### config.mk
export PLATFORM = sky130hd
export DESIGN_NAME = fr_prefix_adder_pipe
export DESIGN_NICKNAME = d
export VERILOG_FILES = /design/src/rtl/fr_adder_pkg.sv /design/src/rtl/fr_prefix_level.sv /design/src/rtl/fr_prefix_adder_pipe.sv
export SDC_FILE = /design/constraint.sdc
export NUM_CORES = 1
export LEC_CHECK = 0
export ABC_CLOCK_PERIOD_IN_PS = 1400
export CELL_PAD_IN_SITES_DETAIL_PLACEMENT = 0
export CELL_PAD_IN_SITES_GLOBAL_PLACEMENT = 2
export CORE_MARGIN = 5
export CORE_UTILIZATION = 30
export CTS_CLUSTER_SIZE = 40
export DETAILED_ROUTE_END_ITERATION = 10
export HOLD_SLACK_MARGIN = 0.08
export PLACE_DENSITY_LB_ADDON = 0.1
export SLEW_MARGIN = 5
export SYNTH_ARGS = -nofsm -noshare
export SYNTH_HDL_FRONTEND = slang
export SYNTH_SLANG_ARGS = --single-unit
### constraint.sdc
create_clock -name clock -period 1.4 [get_ports clock]
set_input_delay 0.28 -clock clock [delete_from_list [all_inputs] [get_ports clock]]
set_output_delay 0.28 -clock clock [all_outputs]
set_load 0.005 [all_outputs]
### src/rtl/fr_adder_pkg.sv
// Shared helpers for the prefix fraction adder: level count and pipeline register placement.
package fr_adder_pkg;

  // Ceiling log2, with clog2(0) = clog2(1) = 0.
  function automatic int unsigned clog2(input int unsigned v);
    int unsigned r;
    r = 0;
    for (int i = 0; i < 32; i++) begin
      if ((64'(1) << i) < 64'(v)) r = 32'(i + 1);
    end
    return r;
  endfunction

  // Number of Kogge-Stone levels needed to cover a W+1 bit G/P vector.
  function automatic int unsigned fr_prefix_levels(input int unsigned w);
    return clog2(w + 1);
  endfunction

  // 1 when a register closes the group that ends at this layer.
  // Layers 0..l are split into pipe groups whose sizes differ by at most 1, larger groups first.
  function automatic bit fr_stage_end(input int unsigned layer, input int unsigned l,
                                      input int unsigned pipe);
    int unsigned n;
    int unsigned p;
    int unsigned acc;
    bit          hit;
    n   = l + 1;
    p   = (pipe == 0) ? 1 : pipe;
    acc = 0;
    hit = 1'b0;
    for (int unsigned g = 0; g < 32; g++) begin
      if (g < p) begin
        acc = acc + (n / p) + ((g < (n % p)) ? 1 : 0);
        if (acc > 0 && (acc - 1) == layer) hit = 1'b1;
      end
    end
    return hit;
  endfunction

  // 1-based pipeline stage index of the register that follows this layer.
  function automatic int unsigned fr_stage_num(input int unsigned layer, input int unsigned l,
                                               input int unsigned pipe);
    int unsigned cnt;
    cnt = 0;
    for (int unsigned j = 0; j < 64; j++) begin
      if (j <= layer && fr_stage_end(j, l, pipe)) cnt++;
    end
    return cnt;
  endfunction

endpackage

### src/rtl/fr_prefix_level.sv
// One Kogge-Stone prefix level: combines each position with the one DIST below it.
module fr_prefix_level #(
  parameter int unsigned WV   = 25,
  parameter int unsigned DIST = 1
) (
  input  logic [WV-1:0] g_in,
  input  logic [WV-1:0] p_in,
  output logic [WV-1:0] g_out,
  output logic [WV-1:0] p_out
);

  // Low DIST positions have no partner and must keep their propagate bit.
  localparam logic [WV-1:0] LOW_MASK = (WV'(1) << DIST) - WV'(1);

  // Positions below DIST see shifted-in zeros, so G passes through and P is kept by the mask.
  assign g_out = g_in | (p_in & (g_in << DIST));
  assign p_out = p_in & ((p_in << DIST) | LOW_MASK);

endmodule

### src/rtl/fr_prefix_adder_pipe.sv
// Pipelined Kogge-Stone fraction adder with subtract, carry-in, side-band tag and valid/ready.
module fr_prefix_adder_pipe
  import fr_adder_pkg::*;
#(
  parameter int unsigned W     = 24,
  parameter int unsigned PIPE  = 3,
  parameter int unsigned TAG_W = 1
) (
  input  logic             clock,
  input  logic             resetn,
  input  logic             in_valid,
  output logic             in_ready,
  input  logic [W-1:0]     in_a,
  input  logic [W-1:0]     in_b,
  input  logic             in_sub,
  input  logic             in_cin,
  input  logic [TAG_W-1:0] in_tag,
  output logic             out_valid,
  input  logic             out_ready,
  output logic [W-1:0]     out_sum,
  output logic             out_cout,
  output logic [TAG_W-1:0] out_tag
);

  localparam int unsigned L  = fr_prefix_levels(W);
  localparam int unsigned WV = W + 1;

  // Reject pipeline depths that cannot be mapped onto the L+1 compute layers.
  if (PIPE < 1 || PIPE > L + 1) begin : g_bad_pipe
    $error("fr_prefix_adder_pipe: PIPE out of range 1..L+1");
  end

  // Per-stage occupancy and ready chain; an empty stage always accepts, so bubbles collapse.
  for (genvar k = 1; k <= PIPE; k++) begin : stg
    logic vld;
    logic rdy;
    logic vld_in;

    if (k == 1) begin : g_vin_first
      assign vld_in = in_valid;
    end else begin : g_vin_next
      assign vld_in = stg[k-1].vld;
    end

    if (k == PIPE) begin : g_rdy_last
      assign rdy = ~vld | out_ready;
    end else begin : g_rdy_next
      assign rdy = ~vld | stg[k+1].rdy;
    end

    // Stage valid bit: advances when this stage may load, holds otherwise.
    always_ff @(posedge clock or negedge resetn) begin
      if (!resetn) begin
        vld <= 1'b0;
      end else if (rdy) begin
        vld <= vld_in;
      end
    end
  end

  assign in_ready  = stg[1].rdy;
  assign out_valid = stg[PIPE].vld;

  // Compute layers: layer 0 is operand prep and G/P, layers 1..L are prefix levels.
  // *_c is the layer's combinational result, *_o is what the next layer sees.
  for (genvar n = 0; n <= L; n++) begin : lay
    logic [W:0]       g_c;
    logic [W:0]       p_c;
    logic [W:0]       po_c;
    logic [TAG_W-1:0] tag_c;
    logic [W:0]       g_o;
    logic [W:0]       p_o;
    logic [W:0]       po_o;
    logic [TAG_W-1:0] tag_o;

    if (n == 0) begin : g_gen
      logic [W-1:0] b_x;
      assign b_x   = in_sub ? ~in_b : in_b;
      assign g_c   = {in_a & b_x, in_sub | in_cin};
      assign p_c   = {in_a ^ b_x, 1'b0};
      assign po_c  = p_c;
      assign tag_c = in_tag;
    end else begin : g_pre
      fr_prefix_level #(
        .WV  (WV),
        .DIST(2 ** (n - 1))
      ) u_level (
        .g_in (lay[n-1].g_o),
        .p_in (lay[n-1].p_o),
        .g_out(g_c),
        .p_out(p_c)
      );
      assign po_c  = lay[n-1].po_o;
      assign tag_c = lay[n-1].tag_o;
    end

    if (n < L && fr_stage_end(n, L, PIPE)) begin : g_reg
      localparam int unsigned K = fr_stage_num(n, L, PIPE);
      logic [W:0]       g_q;
      logic [W:0]       p_q;
      logic [W:0]       po_q;
      logic [TAG_W-1:0] tag_q;

      // Intermediate G/P/Porig/tag register closing this group, loaded with its stage.
      always_ff @(posedge clock or negedge resetn) begin
        if (!resetn) begin
          g_q   <= '0;
          p_q   <= '0;
          po_q  <= '0;
          tag_q <= '0;
        end else if (stg[K].rdy) begin
          g_q   <= g_c;
          p_q   <= p_c;
          po_q  <= po_c;
          tag_q <= tag_c;
        end
      end

      assign g_o   = g_q;
      assign p_o   = p_q;
      assign po_o  = po_q;
      assign tag_o = tag_q;
    end else begin : g_thru
      assign g_o   = g_c;
      assign p_o   = p_c;
      assign po_o  = po_c;
      assign tag_o = tag_c;
    end
  end

  // Final prefix P and the constant-zero Porig[0] carry no result information.
  logic unused_p;
  assign unused_p = ^{lay[L].p_o, lay[L].po_o[0]};

  // Output register: sum XOR and carry-out, held while downstream stalls.
  always_ff @(posedge clock or negedge resetn) begin
    if (!resetn) begin
      out_sum  <= '0;
      out_cout <= 1'b0;
      out_tag  <= '0;
    end else if (stg[PIPE].rdy) begin
      out_sum  <= lay[L].po_o[W:1] ^ lay[L].g_o[W-1:0];
      out_cout <= lay[L].g_o[W];
      out_tag  <= lay[L].tag_o;
    end
  end

endmodule
# Word-level counts from Yosys, hierarchy flattened
# Index checks and enable logic that the tools add are counted.
[word_totals] input_bits=55 ff_bits=179
[op_classes] n_mux=1 bitwise=25
[ops] op="25-bit bitwise AND" n=9
[ops] op="25-bit OR" n=5
[ops] op="24-bit XOR" n=2
[ops] op="24-bit bitwise AND" n=1
[ops] op="24-bit 2-to-1 mux" n=1
[ops] op="24-bit NOT" n=1
[ops] op="1-bit OR" n=4
[ops] op="1-bit NOT" n=3

# Longest topological paths before layout
# Gate-level depths: netlist of run 1.
[logic_depth] ltp_word=5 mapped_depth=7

# Hierarchy
# Synthesis of run 1 repeated with hierarchy kept, for this count alone.
[unflattened] hier_cells=707 area_unflattened_um2=9257.6
[modules_own_cells] module="fr_prefix_adder_pipe" cells_each=457 seq_area_each_um2=4479.3 area_each_um2=7494.7 n_inst=1
[modules_own_cells] module="fr_prefix_level (lay[5].g_pre.u_level)" cells_each=50 seq_area_each_um2=0.0 area_each_um2=366.6 n_inst=1
[modules_own_cells] module="fr_prefix_level (lay[4].g_pre.u_level)" cells_each=50 seq_area_each_um2=0.0 area_each_um2=354.1 n_inst=1
[modules_own_cells] module="fr_prefix_level (lay[3].g_pre.u_level)" cells_each=50 seq_area_each_um2=0.0 area_each_um2=349.1 n_inst=1
[modules_own_cells] module="fr_prefix_level (lay[2].g_pre.u_level)" cells_each=50 seq_area_each_um2=0.0 area_each_um2=347.8 n_inst=1
[modules_own_cells] module="fr_prefix_level (lay[1].g_pre.u_level)" cells_each=50 seq_area_each_um2=0.0 area_each_um2=345.3 n_inst=1

# Worst setup path after synthesis of run 1
# Ideal clock, no wire load.
[synth_timing] kind="in2reg" from="in in_sub" to="reg lay[1].g_reg.g_q[10]" arrival_ps=1324 n_path_buf=2 setup_slack_ps=-57 setup_ps=133 stages=6 required_ps=1267 path_cell_list="buf_2 -> buf_2 -> xor2_1 -> ha_1 -> a21oi_1 -> o21ai_0"
[synth_between] elab_chain_cells=4
[synth_rtl] item="start, declared" line="fr_prefix_adder_pipe.sv:15" text="input logic in_sub,"
[synth_rtl] item="24-bit 2-to-1 mux" line="fr_prefix_adder_pipe.sv:78" text="assign b_x = in_sub ? ~in_b : in_b;"
[synth_rtl] item="24-bit XOR" line="fr_prefix_adder_pipe.sv:80" text="assign p_c = {in_a ^ b_x, 1'b0};"
[synth_rtl] item="named net lay[0].p_c[10]" line="fr_prefix_adder_pipe.sv:68" text="logic [W:0] p_c;"
[synth_rtl] item="25-bit bitwise AND" line="fr_prefix_level.sv:16" text="assign g_out = g_in | (p_in & (g_in << DIST));"
[synth_rtl] item="25-bit OR" line="fr_prefix_level.sv:16"
[synth_rtl] item="end signal, assigned" line="fr_prefix_adder_pipe.sv:112" text="g_q <= g_c;"
[synth_rtl] item="end, declared" line="fr_prefix_adder_pipe.sv:99" text="logic [W:0] g_q;"
# The timed path passes the listed nets, and every way through them passes these cells.
# A chain may end at the register's enable or synchronous reset.

# Worst setup path in the final report of run 1
[layout_timing] from="reg stg[3].vld, in the netlist out_valid" to="out in_ready"
[layout_between] elab_chain_cells=4
[layout_rtl] item="start, declared" line="fr_prefix_adder_pipe.sv:35" text="logic vld;"
[layout_rtl] item="start signal, assigned" line="fr_prefix_adder_pipe.sv:56" text="vld <= vld_in;"
[layout_rtl] item="1-bit NOT" line="fr_prefix_adder_pipe.sv:46" text="assign rdy = ~vld | out_ready;"
[layout_rtl] item="1-bit OR" line="fr_prefix_adder_pipe.sv:46"
[layout_rtl] item="1-bit OR (2 in series)" line="fr_prefix_adder_pipe.sv:48" text="assign rdy = ~vld | stg[k+1].rdy;"
[layout_rtl] item="end, declared" line="fr_prefix_adder_pipe.sv:12" text="output logic in_ready,"
# Every way passes these cells.

==> flow_summary.json, run 1 <==
{
  "drc": 0,
  "crit_fanout": 3,
  "core_area_sq_mm": 0.0251,
  "seq_area_frac_synth_pct": 55.4,
  "die-height_um": 170,
  "start_util_pct": 30.4,
  "worst_pin_slew_ns": 0.471,
  "yosysTopAreaCellShare_pct": 55.4,
  "fillers": 2534,
  "cts_buffers": 17,
  "synth_mux_area_share_pct": 0.869,
  "dieArea_sq_mm": 0.0287,
  "final_util_pct": 42.8,
  "drt_first_pass_iters": 5,
  "ys_top_cells_by_area": "dfrtp_1, nand2_1, ha_1",
  "min_path_type": "primary input to asynchronous set/reset pin",
  "ys_types": 31,
  "wl_per_cell_um": 17.9,
  "crit_path_end_kind": "primary output",
  "vias": 6115,
  "finalCritPeriodShare_pct": 117,
  "crit_type": "register to primary output",
  "first_global_vias": 5966,
  "syn_to_final_growth_pct": 41.0,
  "setup_ws_ns": -0.234,
  "status": "complete, but fails checks",
  "num_io_pins": 83,
  "finalNonFillerCells": 1314,
  "dpl.hpwl_mm": 15.2,
  "rsz0062_at_grt": "yes",
  "yosys.area_share.xor_xnor_pct": 5.51,
  "num_rows": 58,
  "hold_violations": 0,
  "crit_arrival_ns": 1.35,
  "power.density_mw_per_mm2": 1540,
  "maxCapViolations": 0,
  "yosysWarnings": 0,
  "grt_usage_pct": 15.4,
  "worst_ep_required_time_ns": 1.12,
  "clock_latency_ns": 0.43,
  "startpoint_type": "register",
  "dpl_cell_area_sq_mm": 0.00909,
  "synth-compound-area-share_pct": 11.1,
  "syn-instance-count": 817,
  "synth_fa_ha_area_share_pct": 3.93,
  "fmax_mhz": 612,
  "reg2reg_setup_slack_ns": -0.15,
  "dp_worst_setup_slack_ns": -0.728,
  "place.gp.congestion": 0.754,
  "ir_worst_vdd_mv": 0.610,
  "p_clk_share_pct": 32.0,
  "h-tree-depth": 4,
  "fin_area_sq_mm": 0.0108,
  "synth_area_per_cell_sq_um": 9.34,
  "ant_nets": 0,
  "initialDrtViolationCount": 304,
  "fin_nets": 1050,
  "period_needed_ns": 1.63,
  "place_inst": 1229,
  "port_buffers": 82,
  "finClkSkew_ns": 0.0109,
  "violations": "setup timing",
  "synth_top_family_by_area": "simple AND/OR/NAND/NOR gates",
  "leakage_nw": 5.07,
  "setup_violations": 112,
  "synth_area_leader_cell": "dfrtp_1",
  "power_frac_seq_pct": 40.7,
  "grt_pass1_wl_mm": 34.3,
  "synthSimpleGateAreaFrac_pct": 19.3,
  "syn-cell-area_sq_mm": 0.00763,
  "final.setup.tns_ns": -9.20,
  "rr_worst_depth": 8,
  "swShare_pct": 30.3,
  "routed_wl_mm": 23.5,
  "synth_nets": 896,
  "p_int_mw": 11.5,
  "ys_seq_elements": 169,
  "reg2reg_to": "lay[1].g_o[1]",
  "gr-total-overflow": 0,
  "antenna_found_initial": 0,
  "clockBufferDepth": 2,
  "layout-drive-gt1-share_pct": 19.5,
  "clk_pin_slew_worst_paths_ns": 0.07,
  "rr_startpoint": "out_valid",
  "slew_headroom_pct": 68.6,
  "cts_sinks": 169,
  "combPwrFrac_pct": 27.3,
  "grt_max_degree": 75,
  "slew_viol_final": 0,
  "p_sw_mw": 5.02,
  "n_antenna_cell": 0,
  "root_buffer": "clkbuf_16",
  "cts_tree": "done",
  "die_w_um": 170,
  "viasPerCell": 4.65
}
==> layout make-up <==
cell class	instances	area [sq um]	share of cell area, %
clock buffer	19	443	4.12
clock inverter	13	214	1.99
inverter	3	13.8	0.128
multi-input combinational	595	3340	31.0
sequential	169	4230	39.3
tap	330	413	3.84
timing repair buffer	185	2110	19.6
==> critical path, cell delays in order (launching register included) <==
cell and delay (ns):
dfrtp_1 0.37, and3b_2 0.23, and2_4 0.18, inv_4 0.06
buf_6 0.08
==> kinds of logic after synthesis <==
kind of cell    after synthesis
simple gates                362
flops                       169
compound gates              155
buf+inv                      53
xor+xnor                     48
fa+ha+maj                    24
mux                           6
==> synthesized netlist by cell type, drive strengths merged <==
cell type,instances
nand3,33
a21o,19
clkbuf,16
nor2b,4
and2,1
nor3,1
o21a,1
nand2b,3
mux2i,1
dfrtp,169
or2,1
buf,34
ha,24
xnor2,16
o21ai,64
a31oi,11
mux2,5
inv,3
and3b,1
a21oi,56
nand4,17
xor2,32
o21bai,4
nor2,32
nand2,269
==> state kept, by name, summed over array words and instances, names as in the netlist <==
register,flops
lay.g_o,50
out_tag,1
out_sum,24
out_valid,1
out_cout,1
lay.g_reg.p_q,40
lay.g_reg.tag_q,2
lay.g_reg.po_q,48
stg.vld,2
==> metrics by stage <==
step                hold slack [ns]  power, mW
finish                        0.406       16.5
floorplan                   -0.0156       8.50
CTS                           0.414       16.0
global placement              0.301       10.6
global route                  0.424       17.5
detailed placement            0.300       10.6
==> placed cells by master (no fill, tap or decap), types with 2 or more instances in the layout <==
master,synthesis,layout
nand4_1,17,17
nand3_2,0,4
clkinv_2,0,2
o21ai_0,55,49
buf_4,7,62
mux2_2,5,2
nand2_4,0,5
buf_16,0,6
mux2_4,0,3
xnor2_1,16,16
buf_6,6,9
nand2_2,0,22
bufinv_16,0,5
clkdlybuf4s15_1,0,9
clkbuf_16,0,28
a21o_1,19,19
o21bai_1,4,4
xor2_1,32,30
a21oi_2,0,3
nand2b_1,3,3
nand2_1,269,241
inv_1,2,2
inv_6,0,4
nor2b_1,4,3
a31oi_1,11,11
o21ai_1,9,13
nor2_2,0,4
nor2_4,0,2
a21oi_1,56,53
nor2_1,32,26
ha_1,24,24
nand3_1,33,28
buf_12,0,15
xor2_2,0,2
dlygate4sd2_1,0,18
clkdlybuf4s50_1,0,51
dfrtp_1,169,169
==> timing repair <==
item / in CTS / in global routing
gates resized for setup: 62 / 79
hold endpoints to repair: 169 / 0
buffers inserted: 9 / 25
hold buffers: 1 / 0
pin swaps: 6 / 9
cloned: 5 / 14
endpoints found under the setup margin: 121 / 162
==> power by group through the flow <==
stage	Clock, mW	Combinational, mW	Sequential [mW]
after floorplan	0	1.92	6.58
after global placement	0	3.79	6.78
after detailed placement	0	3.82	6.82
after CTS	5.38	3.90	6.71
after global routing	5.63	5.00	6.87
final	5.29	4.52	6.74
==> layer usage <==
layer	track usage (%)	vias up	part of all wire [%]	routed length, um
li1	-	3030	-	-
met3	3.35	16	4.1	961
met1	22.9	2960	49	11500
met2	22.8	109	46	10800
met5	0	-	0	0
met4	3.64	0	1.1	252
==> worst max path at each step <==
stage / startpoint / endpoint / slack, ns / cells after the start
after global placement: out_ready / in_ready / -0.76 / 5
after global routing: out_valid / in_ready / -0.31 / 4
after detailed placement: out_ready / in_ready / -0.73 / 5
after CTS: out_valid / in_ready / -0.26 / 4
after floorplan: in_sub / lay[1].g_o[10] / 0.02 / 6
final: out_valid / in_ready / -0.23 / 4
Note: power is estimated with default switching activity, not from simulation.
==> run 2: changes to the inputs <==
--- a/config.mk
+++ b/config.mk
@@ -10,7 +10,6 @@
 export CELL_PAD_IN_SITES_GLOBAL_PLACEMENT = 2
 export CORE_MARGIN = 5
 export CORE_UTILIZATION = 30
-export CTS_CLUSTER_SIZE = 40
 export DETAILED_ROUTE_END_ITERATION = 10
 export HOLD_SLACK_MARGIN = 0.08
 export PLACE_DENSITY_LB_ADDON = 0.1
==> results of run 2 <==
Final layout, timing and power as in run 1 (identical DEF).
==> run 3: changes to the inputs <==
--- a/config.mk
+++ b/config.mk
@@ -6,6 +6,7 @@
 export NUM_CORES = 1
 export LEC_CHECK = 0
 export ABC_CLOCK_PERIOD_IN_PS = 1400
+export CAP_MARGIN = 25
 export CELL_PAD_IN_SITES_DETAIL_PLACEMENT = 0
 export CELL_PAD_IN_SITES_GLOBAL_PLACEMENT = 2
 export CORE_MARGIN = 5
==> results of run 3 <==
Final layout, timing and power as in run 1 (identical DEF).
